File: src/rtl/ser_tx_4.sv
// rtl/ser_tx_4.sv - 4-bit parallel-in serial transmitter (start, LSB-first data, optional parity, stop); optional parity via SER_TX_PARITY_EN
module ser_tx_4 #(
  parameter int BIT_CYCLES = 4
) (
  input  logic       clk,
  input  logic       rst,
  input  logic [3:0] i_par,
  input  logic       load_valid,
  output logic       load_ready,
  output logic       tx_out,
  output logic       busy,
  output logic       done
);

`ifdef SER_TX_PARITY_EN
  typedef enum logic [2:0] {IDLE, START, DATA, PARITY, STOP} state_t;
`else
  typedef enum logic [2:0] {IDLE, START, DATA, STOP} state_t;
`endif

  localparam logic [7:0] LAST = 8'(BIT_CYCLES - 1);

  state_t     state, state_n;
  logic [7:0] cnt, cnt_n;
  logic [1:0] idx, idx_n;
  logic [3:0] sh, sh_n;
  logic       tx_n;
  logic       bit_end;
`ifdef SER_TX_PARITY_EN
  logic       par, par_n;
`endif

  assign bit_end    = (cnt == LAST);
  assign load_ready = (state == IDLE);
  assign busy       = (state != IDLE);

  // State, counters, captured word and the registered serial line
  always_ff @(posedge clk) begin
    if (rst) begin
      state  <= IDLE;
      cnt    <= '0;
      idx    <= '0;
      sh     <= '0;
      tx_out <= 1'b1;
`ifdef SER_TX_PARITY_EN
      par    <= 1'b0;
`endif
    end else begin
      state  <= state_n;
      cnt    <= cnt_n;
      idx    <= idx_n;
      sh     <= sh_n;
      tx_out <= tx_n;
`ifdef SER_TX_PARITY_EN
      par    <= par_n;
`endif
    end
  end

  // Next-state logic; tx_n is the line level belonging to the next state so tx_out stays registered
  always_comb begin
    state_n = state;
    cnt_n   = cnt;
    idx_n   = idx;
    sh_n    = sh;
    done    = 1'b0;
`ifdef SER_TX_PARITY_EN
    par_n   = par;
`endif
    case (state)
      IDLE: begin
        cnt_n = '0;
        idx_n = '0;
        if (load_valid) begin
          sh_n    = i_par;
          state_n = START;
`ifdef SER_TX_PARITY_EN
          par_n   = ^i_par;
`endif
        end
      end
      START: begin
        if (bit_end) begin
          cnt_n   = '0;
          state_n = DATA;
        end else begin
          cnt_n = cnt + 8'd1;
        end
      end
      DATA: begin
        if (bit_end) begin
          cnt_n = '0;
          sh_n  = sh >> 1;
          idx_n = idx + 2'd1;
          if (idx == 2'd3) begin
`ifdef SER_TX_PARITY_EN
            state_n = PARITY;
`else
            state_n = STOP;
`endif
          end
        end else begin
          cnt_n = cnt + 8'd1;
        end
      end
`ifdef SER_TX_PARITY_EN
      PARITY: begin
        if (bit_end) begin
          cnt_n   = '0;
          state_n = STOP;
        end else begin
          cnt_n = cnt + 8'd1;
        end
      end
`endif
      STOP: begin
        if (bit_end) begin
          cnt_n   = '0;
          done    = 1'b1;
          state_n = IDLE;
        end else begin
          cnt_n = cnt + 8'd1;
        end
      end
      default: begin
        cnt_n   = '0;
        state_n = IDLE;
      end
    endcase

    case (state_n)
      START:   tx_n = 1'b0;
      DATA:    tx_n = sh_n[0];
`ifdef SER_TX_PARITY_EN
      PARITY:  tx_n = par_n;
`endif
      default: tx_n = 1'b1;
    endcase
  end

endmodule

File: config.mk
export PLATFORM = sky130hd
export DESIGN_NAME = ser_tx_4
export DESIGN_NICKNAME = d
export VERILOG_FILES = /design/src/rtl/ser_tx_4.sv
export SDC_FILE = /design/constraint.sdc
export NUM_CORES = 1
export LEC_CHECK = 0
export CAP_MARGIN = 0
export CORE_MARGIN = 2
export CORE_UTILIZATION = 52
export CTS_CLUSTER_SIZE = 8
export DETAILED_ROUTE_END_ITERATION = 6
export PLACE_DENSITY = 0.76
export SYNTH_ARGS = -nofsm -noshare
export SYNTH_HDL_FRONTEND = slang
export SYNTH_SLANG_ARGS = --single-unit
File: constraint.sdc
create_clock -name clk -period 1.9 [get_ports clk]
set_input_delay 0.19 -clock clk [delete_from_list [all_inputs] [get_ports clk]]
set_output_delay 0.19 -clock clk [all_outputs]
set_load 0.02 [all_outputs]
== Word-level counts from Yosys, hierarchy flattened ==
Cells that the tools add are included.

* Register bits: 18
* Output and inout bits: 4

* Reductions and logical operators: 7
* Eq/ne operators: 9
* Bitwise operators: 1
* Muxes and demuxes: 14
* Add/subtract/negate cells: 2

{| class="wikitable"
|+ Operators with widths
! kind !! count
|-
| $mux W3 || 5
|-
| $pmux W3 S4 || 1
|-
| $eq A3 B2 Y1 const B || 3
|-
| $add A8 B1 Y8 const B || 1
|-
| $eq A8 B2 Y1 const B || 1
|-
| $mux W4 || 2
|-
| $pmux W4 S2 || 1
|-
| $eq A3 B1 Y1 const B || 2
|-
| $reduce_or A3 Y1 || 2
|-
| $ne A2 B2 Y1 const B || 2
|-
| $pmux W2 S2 || 1
|-
| $logic_not A3 Y1 || 1
|-
| $reduce_and A3 Y1 || 1
|-
| $reduce_bool A3 Y1 || 1
|-
| $add A2 B1 Y2 const B || 1
|-
| $eq A2 B2 Y1 const B || 1
|-
| $mux W1 || 2
|-
| $mux W2 || 1
|-
| $pmux W1 S2 || 1
|-
| $reduce_and A2 Y1 || 1
|-
| $reduce_bool A2 Y1 || 1
|-
| $not A1 Y1 || 1
|}

== Logic depth before layout (Yosys ltp) ==
Gate-level depths: netlist of run 1.

* Depth after elaboration: 6
* Gate-level depth with buffers: 5
* Mapped depth without buffers: 5

== Least setup slack after synthesis of run 1 ==
Ideal clock, no wire load.

* Path type: register -> output
* Start point: reg cnt[0]
* End point: out done
* Cell stages (with the launch flop): 5
* Slack: 0.250 ns
* Data arrival time: 1.460 ns
* Data required time: 1.710 ns
* Cell sequence: dfxtp_1 -> ha_1 -> nor3b_2 -> nand3_1 -> nor3_1

* Word-level cells in the longest chain between the ends: 3

{| class="wikitable"
|+ Ends and longest elaborated chain
! item !! RTL line !! source
|-
| start: declaration || 24 || <nowiki>logic [7:0] cnt, cnt_n;</nowiki>
|-
| start signal: assignment || 50 || <nowiki>cnt <= cnt_n;</nowiki>
|-
| $eq A8 B2 Y1 || 33 || <nowiki>assign bit_end = (cnt == LAST);</nowiki>
|-
| $mux W1 || 117 || <nowiki>if (bit_end) begin</nowiki>
|-
| $mux W1 || 70 || <nowiki>case (state)</nowiki>
|-
| end: declaration || 12 || <nowiki>output logic done</nowiki>
|}

Every way passes these cells.

== Worst setup path after layout of run 1 ==
* Start point: reg state[0]
* End point: out load_ready

* Word-level cells in the longest chain between the ends: 1

{| class="wikitable"
|+ Ends and longest elaborated chain
! item !! RTL line !! source
|-
| start: declaration || 23 || <nowiki>state_t state, state_n;</nowiki>
|-
| start signal: assignment || 49 || <nowiki>state <= state_n;</nowiki>
|-
| $logic_not A3 Y1 || 34 || <nowiki>assign load_ready = (state == IDLE);</nowiki>
|-
| end: declaration || 9 || <nowiki>output logic load_ready,</nowiki>
|}

Every way passes these cells.

==> results of run 1 <==
-- sequential cells by signal (all words and copies together) (netlist names) --
| name | cells |
|---|---|
| cnt | 8 |
| idx | 2 |
| sh | 4 |
| state | 3 |
| tx_out | 1 |
-- metrics by stage --
stage,total power [mW],std cells,setup WS (ns),cell area [µm²]
CTS,0.6873,120,0.01715,1006
finish,0.6802,120,0.1055,1013
global placement,0.4556,116,0.07509,970.9
floorplan,0.4284,88,0.2503,833.3
detailed placement,0.4565,116,0.01296,970.9
global route,0.7068,120,0.02307,1013
-- worst min-delay path, stage by stage --
cell and delay [ns]:
sky130_fd_sc_hd__clkdlybuf4s50_1 0.41, sky130_fd_sc_hd__nand2_1 0.06, sky130_fd_sc_hd__a21oi_1 0.05
-- layout make-up --
cell class	count	share of cell area, %
flip-flops and latches	18	35.56
multi-input cells	63	44.20
clock buffers	4	3.580
repair buffers	16	13.58
well taps	16	1.975
inverters	3	1.111
-- routing by layer --
layer  vias to the layer above  part of all wire, %
li1                        344                    -
met1                       335                   45
met2                        15                   51
met3                         2                  3.3
met4                         0                 0.62
met5                         -                    0
-- synth_stat cells, types with 2 or more instances --
cell type and n:
sky130_fd_sc_hd__a21oi_1 4, sky130_fd_sc_hd__inv_1 3, sky130_fd_sc_hd__xor2_1 4, sky130_fd_sc_hd__ha_1 2, sky130_fd_sc_hd__xnor2_1 3, sky130_fd_sc_hd__nand3_1 5, sky130_fd_sc_hd__nor2_1 10, sky130_fd_sc_hd__nor3_1 4
sky130_fd_sc_hd__nand2_1 7, sky130_fd_sc_hd__dfxtp_1 18, sky130_fd_sc_hd__a22oi_1 2
-- final timing paths --
check | start | endpoint | slack (ns) | cells past startpoint
max | state[0]$_SDFF_PP0_ | load_ready | 0.11 | 3
min | i_par[3] | sh[3]$_SDFFE_PP0P_ | 0.46 | 3
max reg2reg | cnt[0]$_SDFF_PP0_ | tx_out$_SDFF_PP1_ | 0.20 | 6
min reg2reg | sh[2]$_SDFFE_PP0P_ | sh[2]$_SDFFE_PP0P_ | 0.47 | 2
-- kinds of logic after synthesis --
family          count (synthesis)  synth area share, %
xor+xnor                        7                7.358
simple gates                   38                27.48
other cells                     1               0.4500
compound gates                 14                12.46
buf+inv                         7                4.654
flops                          18                43.24
mux                             1                1.351
fa+ha+maj                       2                3.003
-- where the power goes --
part	total, mW	internal [mW]	switching [mW]
Clock	0.234	0.117	0.117
Combinational	0.0573	0.0303	0.0270
Sequential	0.389	0.384	0.00500
==> results by stage, run 1 <==
Worst setup path:
- The cell class contributing the biggest share of worst-path delay is simple AND/OR/NAND/NOR gates.
- The sort of element at the end of the critical path is a primary output.
- Along the worst path, the maximum fanout reaches 8.
- STA puts the critical path data arrival time at 1.60 ns.
- The critical path contains buffers and inverters numbering 2 combined.
- The critical path is of the flip-flop to primary output type.
- STA classifies the critical path startpoint as a flip-flop.
- The standard cell with the maximum stage delay on the critical path is sky130_fd_sc_hd__or3_1.
- The largest single stage delay on the critical path is 0.48 ns.
- Walking the worst path, the cells encountered are or3_1, inv_1, dlygate4sd2_1.
- The required time of the critical path is 1.71 ns.

Timing:
- After layout, the worst path uses 94.45% of the clock period.
- Setup repair after global routing left no endpoint under its margin.
- The worst-case headroom to the max-slew limit is 56.45%.
- The number of hold violations in the final report was 0.
- For the finished layout, the period the worst path requires is 1.794 ns.
- The final count of pins violating max slew is 0.
- Setup violations remaining at the end of the flow were counted as 0.
- The slew at the pin closest to its max-slew limit is 0.6505 ns.
- The maximum clock frequency is 557.3 MHz.
- The aggregate negative setup slack is 0 ns.
- The tightest hold path in the finished design has a slack of 0.4565 ns.
- For the final database, setup skew stands at 0.01003 ns.

Power and ir drop:
- Across the VDD grid, the largest voltage drop is 452.5 µV.
- The analysis attributes to cell leakage a power of 0.3847 nW.
- In this run the power density over the cells is 671.1 nW/µm².

Finish:
- The layout cell share with drive strength beyond 1 is 18.27%.
- The area of the multi-input gates is 447.9 µm².
- The area growth from synthesis to final layout is 21.62%.
- The share of the core filled with cells in the final layout is 67.28%.
- Counting the fill cells in the layout gives 133.
- The commonest non-fill, non-tap cell in the layout is sky130_fd_sc_hd__dfxtp_1.
- Leaving out fill and tap cells, the most frequent cells in the layout are sky130_fd_sc_hd__dfxtp_1, sky130_fd_sc_hd__nor2_1, sky130_fd_sc_hd__nand2_1, sky130_fd_sc_hd__clkdlybuf4s50_1, sky130_fd_sc_hd__buf_4.
- The final layout net count is 114.
- The number of diodes is 0.
- The sequential cells in the finished layout cover a total of 360.3 µm².

Drt:
- The pre-antenna-repair detailed-routing pass consisted of 4 iterations.
- After detailed routing, the number of remaining DRC violations is 0.
- The count of antenna-violating nets left after detailed routing is 0.
- The routed layout has 696 vias.
- The total length of routed wires is 1619 µm.
- The via density per instance is 5.800.
- The detailed router finished its first iteration with 10 violations.
- The mean routed wirelength per cell is 13.49 µm.

Floorplan:
- After floorplanning, the core was divided into 14 placement rows.
- The die covers 1939 µm².
- The placeable core region is 1506 µm².
- Measured along the x axis, the die boundary spans 44.03 µm.
- The y dimension of the die is 44.03 µm.
- The initial cell density of the core is 55.32%.
- 11 I/O pins were placed.

Yosys:
- After synthesis, the share of flip-flops with an asynchronous set or reset is 0%.
- Counting distinct cell types in the post-synthesis netlist gives 37.
- Counting every net in the synthesized netlist gives 97.
- The share of the yosys chip area belonging to registers is 43.24%.
- For this run, the leading register cell type out of synthesis is sky130_fd_sc_hd__dfxtp_1.
- The mapped netlist covers 833.3 µm².
- The cell count after synthesis is 88.
- The average cell area after synthesis is 9.469 µm².
- In the post-synthesis netlist, the biggest area contributors are sky130_fd_sc_hd__dfxtp_1, sky130_fd_sc_hd__nor2_1, sky130_fd_sc_hd__xor2_1, sky130_fd_sc_hd__nand2_1, sky130_fd_sc_hd__xnor2_1.
- The number of warning messages in the yosys log is 0.
- sky130_fd_sc_hd__dfxtp_1 takes more of the synthesized area than any other cell.
- Yosys mapped a number of flops with a built-in enable equal to 0.
- The top-area cell type share of the netlist area is 43.24%.
- The total of flip-flops plus latches after synthesis is 18.

CTS:
- TritonCTS built the clock tree.
- The clock net in this run drives a total of 18 sinks.
- The level count of the clock H-tree is 1.
- The clock edge transition at the registers on the reported setup and hold paths is 0.11 ns.
- The quantity of gates resized following cts is 6.
- The post-CTS repair timing setup buffer count is 0.
- The number of buffers created by CTS is 3.
- The clock root buffer is sky130_fd_sc_hd__clkbuf_4.
- The insertion delay of the later-clocked pin in the worst-skew pair is 0.29 ns.
- The worst-case clock buffer depth is 2.
- The number of hold buffers added after cts is 0.

Placed design:
- The placed wire-length estimate is 1155 µm.
- The number of buffers added on ports is 10.
- The routability-driven placement congestion ratio is 0.7693.

Global route:
- The number of global-route vias before repair is 681.
- The initial antenna violation count is 0.
- The wire length of the first global-routing pass is 2870 µm.
- The total overflow left after global routing is 0.
- The total routing resource utilization after global routing is 19.90%.
- Global routing used 25.13% of the available met1 tracks.
- The largest net degree at the start of global routing is 11.
- In the global route stage, met3 resource usage came out at 2.449%.
- For this run, global-route usage on met2 was measured as 33.82%.
- The most heavily used metal layer in global routing is met2.

Flow run:
- The max-cap check violation count is 0.

Outcome:
- The flow ran to the end, and the final reports show no timing, DRC or antenna violations.

Min path:
- The path class of the lowest-slack min-delay path is input port to flip-flop.
Power figures use the tool's default switching activity.
==> inputs of run 2 (changes only) <==
SETUP_SLACK_MARGIN = 0.1   (was unset)
==> run 2 against run 1 <==
Against the previous run:
- total power increased by 0.19%
- fmax increased by 3.6%
- routed wire length increased by 1.1%
- largest power group unchanged
- first-iteration DRC count decreased by 60%
- core utilization increased by 0.50 points
- combinational power increased by 2%
- clock-buffer cell count unchanged
- non-clock buffer count unchanged
- critical path depth unchanged
- sequential share of layout area about the same
- critical endpoint unchanged
- register-to-register slack about the same
- setup slack improved by 0.062 ns
==> results by stage, run 2 (synthesis gave the netlist of run 1 again) <==
Placed design:
- The placed cell count came to 116 (unchanged).
- The number of buffers added on ports is 10 (unchanged).
- The instance area at placement is 970.9 µm² (unchanged).
- The placed wire-length estimate is 1155 µm (unchanged).
- The worst slack after detailed placement came to 0.01296 ns (unchanged).
- The routability-driven placement congestion ratio was 0.7693 (unchanged).

Drt:
- The number of violations reported at the end of detailed-routing iteration 0 is 4 (was 10).
- The count of antenna-violating nets left after detailed routing is 0 (unchanged).
- The residual DRC count was 0 (unchanged).
- The mean routed wirelength per cell was 13.63 µm (was 13.49 µm).
- The total length of routed wires is 1636 µm (was 1619 µm).
- The number of iterations in the first detailed-routing pass is 4 (unchanged).
- The overall via count from detail_route is 692 (was 696).
- The via density per instance is 5.767 (was 5.800).

CTS:
- The clock root buffer is sky130_fd_sc_hd__clkbuf_4 (unchanged).
- The number of buffers created by CTS was 3 (unchanged).
- The insertion delay of the later-clocked pin in the worst-skew pair is 0.29 ns (about the same).
- The number of hold buffers added after cts is 0 (unchanged).
- The worst-case clock buffer depth is 2 (unchanged).
- The TritonCTS clock tree is built (unchanged).
- The clock edge transition at the registers on the reported setup and hold paths came to 0.11 ns (about the same).
- The level count of the clock H-tree is 1 (unchanged).
- The number of sinks on the clock net was 18 (unchanged).

Finish:
- The share of the core filled with cells in the final layout is 67.77% (was 67.28%).
- The layout cell share with drive strength beyond 1 came to 21.15% (was 18.27%).
- The number of diodes is 0 (unchanged).
- The number of flip-flops under the largest register name is 8 (unchanged).
- The final cell count without fillers is 120 (unchanged).
- Top flop regs: cnt x8, sh x4, state x3 (unchanged).
- The most flop-heavy register is cnt (unchanged).
- The final layout net count is 114 (unchanged).
- The post-layout instance area is 1021 µm² (was 1013 µm²).
- The commonest non-fill, non-tap cell in the layout is sky130_fd_sc_hd__dfxtp_1 (unchanged).
- Commonest cells after routing, fill and taps aside: sky130_fd_sc_hd__dfxtp_1, sky130_fd_sc_hd__nor2_1, sky130_fd_sc_hd__nand2_1, sky130_fd_sc_hd__clkdlybuf4s50_1, sky130_fd_sc_hd__buf_4 (unchanged).
- The area growth from synthesis to final layout is 22.52% (was 21.62%).

Worst setup path:
- The startpoint of the worst-slack reg-to-reg timing path is cnt[0]$_SDFF_PP0_ (unchanged).
- The data arrival time of the critical path is 1.54 ns (was 1.60 ns).
- The critical path start-end classification is flip-flop to primary output (unchanged).
- The sort of element at the end of the critical path is a primary output (unchanged).
- The endpoint of the worst-slack reg-to-reg timing path is tx_out$_SDFF_PP1_ (unchanged).
- The reg2reg setup slack came to 0.21 ns (was 0.20 ns).
- The required time of the critical path is 1.71 ns (about the same).
- The startpoint kind of the worst setup timing path is a flip-flop (unchanged).
- The depth of the most critical reg-to-reg path is 6 (unchanged).
- The highest fanout seen on the critical path is 8 (unchanged).

Timing:
- The aggregate negative setup slack was 0 ns (unchanged).
- The worst clock skew was 0.009374 ns (was 0.01003 ns).
- The final period demand of the worst path came to 1.733 ns (was 1.794 ns).
- The number of hold violations in the final report is 0 (unchanged).
- The smallest setup slack after layout came to 0.1674 ns (was 0.1055 ns).
- The final count of pins violating max slew is 0 (unchanged).
- The final cycle utilization of the critical path is 91.19% (was 94.45%).
- The slew at the pin closest to its max-slew limit is 0.6590 ns (was 0.6505 ns).
- The worst-case headroom to the max-slew limit is 55.87% (was 56.45%).
- RSZ-0062 raised after global routing: false (unchanged).
- The number of failing setup endpoints in the final timing report came to 0 (unchanged).
- The maximum clock frequency is 577.2 MHz (was 557.3 MHz).

Floorplan:
- The area enclosed by the die boundary is 1939 µm² (unchanged).
- The number of placement rows is 14 (unchanged).
- The die width is 44.03 µm (unchanged).
- The I/O pin count was 11 (unchanged).
- The initial cell density of the core came to 55.32% (unchanged).
- The y dimension of the die came to 44.03 µm (unchanged).
- The placeable core region came to 1506 µm² (unchanged).

Global route:
- The initial antenna violation count came to 0 (unchanged).
- The number of global-route vias before repair was 681 (unchanged).
- The wire length of the first global-routing pass is 2870 µm (unchanged).
- The largest net degree at the start of global routing is 11 (unchanged).
- The total routing resource utilization after global routing is 19.90% (unchanged).
- The final global-route overflow total is 0 (unchanged).

Min path:
- The path class of the lowest-slack min-delay path is flip-flop to flip-flop (was input port to flip-flop).
- The depth of the worst hold-timing path is 1 (was 3).
- The hold path endpoint is cnt[0]$_SDFF_PP0_ (was sh[3]$_SDFFE_PP0P_).
- The origin of the worst min-delay path was cnt[0]$_SDFF_PP0_ (was i_par[3]).

Power and ir drop:
- The static leakage power is 0.3863 nW (was 0.3847 nW).
- The power density over the cells came to 667.5 nW/µm² (was 671.1 nW/µm²).
- The largest voltage drop on the vdd net is 452.7 µV (was 452.5 µV).

Outcome:
- Run status: complete, no violations (unchanged).

Flow run:
- The max-cap check violation count is 0 (unchanged).
-- run 2: timing repair --
action | 4_1_cts | 5_1_grt
hold endpoints to repair | 0 | 0
resized for setup | 7 | 6
setup endpoints to repair | 3 | 5
setup buffers | 0 | 0
-- run 2: worst max-delay path by stage --
stage	start	endpoint	slack [ns]	depth (start not counted)
2_1_floorplan	cnt[0]$_SDFF_PP0_	done	0.25	4
3_3_place_gp	cnt[0]$_SDFF_PP0_	done	0.08	5
3_5_place_dp	cnt[0]$_SDFF_PP0_	done	0.01	5
4_1_cts	state[0]$_SDFF_PP0_	load_ready	0.11	3
5_1_grt	cnt[1]$_SDFF_PP0_	done	0.09	5
6_report	state[1]$_SDFF_PP0_	load_ready	0.17	3
-- run 2: layout make-up --
class                   instances  area [µm²]
repair buffers                 16       137.6
flip-flops and latches         18       362.8
clock buffers                   4       36.28
inverters                       3       11.26
multi-input cells              63       452.9
fillers                       134       485.5
well taps                      16       20.02
-- run 2: critical path: stages (launching register included) --
cell	delay, ns
sky130_fd_sc_hd__dfxtp_1	0.42
sky130_fd_sc_hd__or3_4	0.44
sky130_fd_sc_hd__inv_1	0.08
sky130_fd_sc_hd__dlygate4sd2_1	0.33
-- run 2: metrics by stage --
stage / hold slack, ns / power, mW
2_1_floorplan: 0.3260 / 0.4284
5_1_grt: 0.4510 / 0.7085
4_1_cts: 0.4552 / 0.6873
3_5_place_dp: 0.4526 / 0.4565
6_report: 0.4376 / 0.6815
3_3_place_gp: 0.4418 / 0.4556
-- run 2: routing by layer --
metal  GRT usage [%]  routed length [µm]  vias up
met1           25.13                 723      330
met3           2.449                  54        2
met5               0                   0        -
met2           33.82                 846       15
met4           9.091                  10        0
li1                -                   -      345
-- run 2: power breakdown --
part / switching (mW) / leakage (nW) / internal [mW]
clock: 0.117 / 0.0210 / 0.117
combinational: 0.0270 / 0.218 / 0.0315
sequential: 0.00533 / 0.147 / 0.384
total: 0.149 / 0.386 / 0.532
